### src/rtl/nibble_serial_addsub.sv
// 16-bit add/subtract computed one nibble per cycle through a 4-bit ripple adder.
// Optional signed-overflow output ovf enabled by NIBBLE_SERIAL_ADDSUB_OVF_EN.
module nibble_serial_addsub (
  input  logic        clk,
  input  logic        rst,
  input  logic        start,
  input  logic [15:0] a,
  input  logic [15:0] b,
  input  logic        mode,
  output logic        busy,
  output logic        done,
  output logic [15:0] sum,
  output logic        cout
`ifdef NIBBLE_SERIAL_ADDSUB_OVF_EN
  ,
  output logic        ovf
`endif
);

  typedef enum logic [1:0] {
    IDLE,
    RUN,
    DONE
  } state_t;

  state_t state;
  state_t state_nxt;

  logic [15:0] a_r;
  logic [15:0] b_r;
  logic        mode_r;
  logic [1:0]  cnt;
  logic        cy;
  logic [11:0] acc;

  logic [3:0]  an;
  logic [3:0]  yn;
  logic [4:0]  nib;
  logic        last;
  logic        accept;
  logic [15:0] res;

  assign accept = (state == IDLE) && start;
  assign last   = (cnt == 2'd3);

  // Select the current nibble of each operand; b is inverted for subtract.
  always_comb begin
    an   = a_r[{cnt, 2'b00} +: 4];
    yn   = b_r[{cnt, 2'b00} +: 4] ^ {4{mode_r}};
    nib  = {1'b0, an} + {1'b0, yn} + {4'b0000, cy};
    res  = {nib[3:0], acc};
  end

  always_ff @(posedge clk or posedge rst) begin
    if (rst) begin
      state <= IDLE;
    end else begin
      state <= state_nxt;
    end
  end

  always_comb begin
    state_nxt = state;
    busy      = 1'b0;
    done      = 1'b0;
    unique case (state)
      IDLE: begin
        if (start) begin
          state_nxt = RUN;
        end
      end
      RUN: begin
        busy = 1'b1;
        if (last) begin
          state_nxt = DONE;
        end
      end
      DONE: begin
        done      = 1'b1;
        state_nxt = IDLE;
      end
      default: begin
        state_nxt = IDLE;
      end
    endcase
  end

  // Operand capture, nibble sequencing and carry chain.
  always_ff @(posedge clk or posedge rst) begin
    if (rst) begin
      a_r    <= '0;
      b_r    <= '0;
      mode_r <= 1'b0;
      cnt    <= '0;
      cy     <= 1'b0;
      acc    <= '0;
    end else if (accept) begin
      a_r    <= a;
      b_r    <= b;
      mode_r <= mode;
      cnt    <= '0;
      cy     <= mode;
      acc    <= '0;
    end else if (state == RUN) begin
      acc    <= {nib[3:0], acc[11:4]};
      cy     <= nib[4];
      cnt    <= cnt + 2'd1;
    end
  end

  // Result registers only change when the final nibble completes.
  always_ff @(posedge clk or posedge rst) begin
    if (rst) begin
      sum  <= '0;
      cout <= 1'b0;
    end else if ((state == RUN) && last) begin
      sum  <= res;
      cout <= nib[4];
    end
  end

`ifdef NIBBLE_SERIAL_ADDSUB_OVF_EN
  logic y15;

  assign y15 = b_r[15] ^ mode_r;

  always_ff @(posedge clk or posedge rst) begin
    if (rst) begin
      ovf <= 1'b0;
    end else if ((state == RUN) && last) begin
      ovf <= (a_r[15] == y15) && (res[15] != a_r[15]);
    end
  end
`endif

endmodule

### config.mk
export PLATFORM = sky130hd
export DESIGN_NAME = nibble_serial_addsub
export DESIGN_NICKNAME = d
export VERILOG_FILES = /design/src/rtl/nibble_serial_addsub.sv
export SDC_FILE = /design/constraint.sdc
export NUM_CORES = 1
export LEC_CHECK = 0
export BUFFER_PORTS_ARGS = -buffer_cell sky130_fd_sc_hd__buf_2
export CAP_MARGIN = 10
export CORE_AREA = 2 2 89 74
export DETAILED_ROUTE_END_ITERATION = 6
export DIE_AREA = 0 0 91 76
export PLACE_DENSITY = 0.77
export SLEW_MARGIN = 20
export SYNTH_ARGS = -nofsm -noshare
export SYNTH_HDL_FRONTEND = slang
export SYNTH_SLANG_ARGS = --single-unit
### constraint.sdc
create_clock -name clk -period 2.3 [get_ports clk]
set_input_delay 0.23 -clock clk [delete_from_list [all_inputs] [get_ports clk]]
set_output_delay 0.23 -clock clk [all_outputs]
set_load 0.01 [all_outputs]
==> summary.txt <==
Run status
  – Status: complete, but fails checks
  – Failing checks: setup timing

Layout
  – Finished Layout Cells: 341
  – Layout area overhead: 20.7%
  – Final instance area: 0.00349 mm²
  – Fill cell count: 538
  – Area of the multi-input gates: 0.00114 mm²
  – Final #Nets: 294
  – Finished Core Util: 57.1%
  – Antenna diodes: 0
  – FF+latch area: 0.00168 mm²
  – Share of post-route cells with drive strength above 1: 54.5%

Clock network
  – Htree depth: 3
  – CTS Hold Bufs: 0
  – TritonCTS clock tree: done
  – Worst-Skew Late Latency: 0.35 ns
  – CTS Buffer Depth: 2
  – Clk sink count: 67
  – Reg clk slew, reported paths: 0.07 ns
  – Inserted Clock Buffers: 9
  – Root Driver: clkbuf_8

Logic synthesis
  – Synthesized instance count: 190
  – Post-Synthesis Cell Area: 0.00289 mm²
  – Synth top area share: 57.9%
  – Synthesized net count: 232
  – Ys Warns: 0
  – Syn Area/Cell: 15.2 µm²
  – Top post-synthesis cells by area: dfrtp_1, mux2_2, mux4_2, a22o_1, buf_6
  – FF+latch count, synth: 67
  – Cell taking the most area after synthesis: dfrtp_1
  – Seq/Total Area, Yosys: 57.9%
  – Synth unique cells: 29

Global route
  – Grt ovf: 0
  – Largest net degree at the start of global routing: 68
  – Vias in the first global route: 1769
  – Total track usage: 16.7%
  – First-pass GRT wire length: 8950 µm
  – Initial antenna violation count: 0

Timing
  – Worst relative slew slack: 44.8%
  – Final Hold Viols: 0
  – Final Critical Period: 2.36 ns
  – Fin Hold WS: 0.0947 ns
  – Period utilization: 102%
  – Slew Viols, Final: 0
  – RSZ-0062 raised after global routing: true
  – Worst-Margin Slew: 0.829 ns
  – Worst clock skew: 0.0100 ns
  – Setup violators final: 1
  – PnR worst setup slack: -0.0552 ns
  – Max Clk Rate: 425 MHz

Detailed routing
  – Routed wire length per instance: 15.5 µm
  – Post-route ant nets: 0
  – Initial DRT Pass Iterations: 4
  – Met2 wire len: 2360 µm
  – Initial drt markers: 96
  – Drc violations: 0
  – Highest Signal Layer: met4
  – Final wirelength: 5280 µm
  – Wl on met1: 2520 µm
  – Vias post-DR: 1744
  – Met3 wire length: 319 µm
  – Via/cell ratio: 5.11

Floorplan
  – DIE WIDTH: 91 µm
  – Initial Util: 47.3%
  – # IOs: 55
  – Site row count: 26
  – DIE AREA: 0.00692 mm²
  – Core Region: 0.00612 mm²
  – Die height: 76 µm

Min path
  – Tightest Hold Check Type: in -> reg

Worst setup path
  – Critical path endpoint category: register
  – Crit-path slowest cell: mux4_2
  – Crit path cell chain: mux4_2 -> xnor2_2 -> fa_2 -> inv_2 -> fa_2 -> mux2_4
  – CP Data Required Time: 2.54 ns
  – Critical path class: reg -> reg
  – Crit-path leading delay family: adder cells
  – Peak per-stage delay on the critical path: 0.54 ns
  – Startpoint types: register
  – Buffers & Inverters on Critical Path: 1
  – Worst path most repeated cell: fa_2
  – Worst endpoint data arrival time: 2.59 ns
  – Critical Path Fanout Max: 3

Power and ir drop
  – Tot Pwr: 6070 µW
  – Max rail drop VDD: 0.725 mV
  – PD cells: 1740 mW/mm²
  – Leak pwr: 0.00164 µW

Placed design
  – Cell count after placement: 324
  – Routability cong.: 0.861
  – # port buffers: 54
  – Post-DP Area: 0.00324 mm²
  – HPWL Detailed: 3670 µm

Flow run
  – # Max-Cap Violations: 0
==> final cells by class <==
| class | count | share of cell area (%) |
|---|---|---|
| clock inverter | 7 | 2.87 |
| inverter | 6 | 0.645 |
| sequential | 67 | 48.0 |
| tap | 84 | 3.01 |
| clock buffer | 9 | 3.55 |
| timing repair buffer | 61 | 9.24 |
| multi-input combinational | 107 | 32.7 |
==> cells in the mapped netlist <==
library cell	n
a211o_1	2
a21o_1	1
a21oi_1	3
a22o_1	10
a22oi_1	1
buf_1	1
buf_2	3
buf_6	5
clkbuf_1	1
dfrtp_1	67
fa_1	2
ha_1	4
inv_1	5
inv_2	1
mux2_1	3
mux2_2	43
mux4_2	8
nand2_1	8
nand2b_1	1
nand3_1	2
nand3b_1	1
nand3b_2	1
nand4_1	2
nor2b_1	1
nor3b_4	1
o21ai_0	7
o21bai_2	1
xnor2_1	2
xor2_1	3
==> report_power, final <==
part	internal (µW)	total (µW)	switching, µW
sequential	1770	2130	358
clock	617	1080	466
combinational	1530	2870	1340
total	3910	6070	2160
==> sequential cells by signal, indices dropped and copies added (netlist names), 2 cells and up <==
signal	flops
acc	12
sum	16
state	2
b_r	16
cnt	2
a_r	16
==> cells by family (layout without fill, tap and decap cells) <==
family,after synthesis,count (layout),share of synthesized area (%)
muxes,54,54,24.1
adders and majority gates,6,6,3.11
xor gates and xnor gates,5,5,1.51
and+or+nand+nor,17,17,3.55
DFF,67,67,57.9
buffers and inverters,16,83,3.50
AOI/OAI and AO/OA,25,25,6.27
==> placed cells by master, fill, tap and decap left out, types with 2 or more instances in the layout <==
cell type,count
nand2_1,8
inv_1,3
mux4_2,8
a211o_1,2
clkinv_4,3
o21ai_1,2
nand3_1,2
a21oi_2,2
nand4_1,2
mux2_2,42
dfrtp_1,67
bufinv_16,2
o21ai_0,5
buf_4,7
a22o_1,10
mux2_1,3
fa_2,2
ha_1,3
inv_2,3
buf_2,54
clkbuf_8,9
xor2_1,3
==> what timing repair did <==
| action | 4_1_cts | 5_1_grt |
|---|---|---|
| pin swaps | 1 | 5 |
| setup endpoints to repair | 4 | 7 |
| resized for setup | 6 | 3 |
| setup buffers | 0 | 1 |
==> stage by stage <==
| stage | TNS, ns | worst slack [ns] |
|---|---|---|
| 2_1_floorplan | -0.140 | -0.0537 |
| 3_3_place_gp | 0 | 0.0223 |
| 3_5_place_dp | -0.126 | -0.0710 |
| 4_1_cts | -0.0237 | -0.0237 |
| 5_1_grt | -0.372 | -0.0941 |
| 6_report | -0.0552 | -0.0552 |
==> per-layer routing <==
layer	GRT usage (%)	up-vias
met5	0	-
met4	6.52	0
met3	5.64	10
met2	24.1	53
met1	23.7	865
li1	-	816
==> worst reg2reg max path, stage by stage, from the launching register on <==
cell     delay, ns
dfrtp_1       0.40
mux4_2        0.54
xnor2_2       0.17
fa_2          0.37
inv_2         0.06
fa_2          0.44
mux2_4        0.27
==> path summary, 6_finish.rpt <==
| kind | cells after the start | slack [ns] | endpoint | startpoint |
|---|---|---|---|---|
| worst max register to register | 6 | -0.06 | sum[13] | cnt[0] |
| worst min-delay path | 2 | 0.09 | a_r[3] | a[3] |
| worst min register to register | 1 | 0.50 | a_r[2] | a_r[2] |
| min in group asynchronous | 3 | 0.11 | a_r[3] | rst |
| worst max-delay path | 6 | -0.06 | sum[13] | cnt[0] |
| max in group asynchronous | 3 | 1.64 | acc[8] | rst |
(Power assumes the default switching activity.)
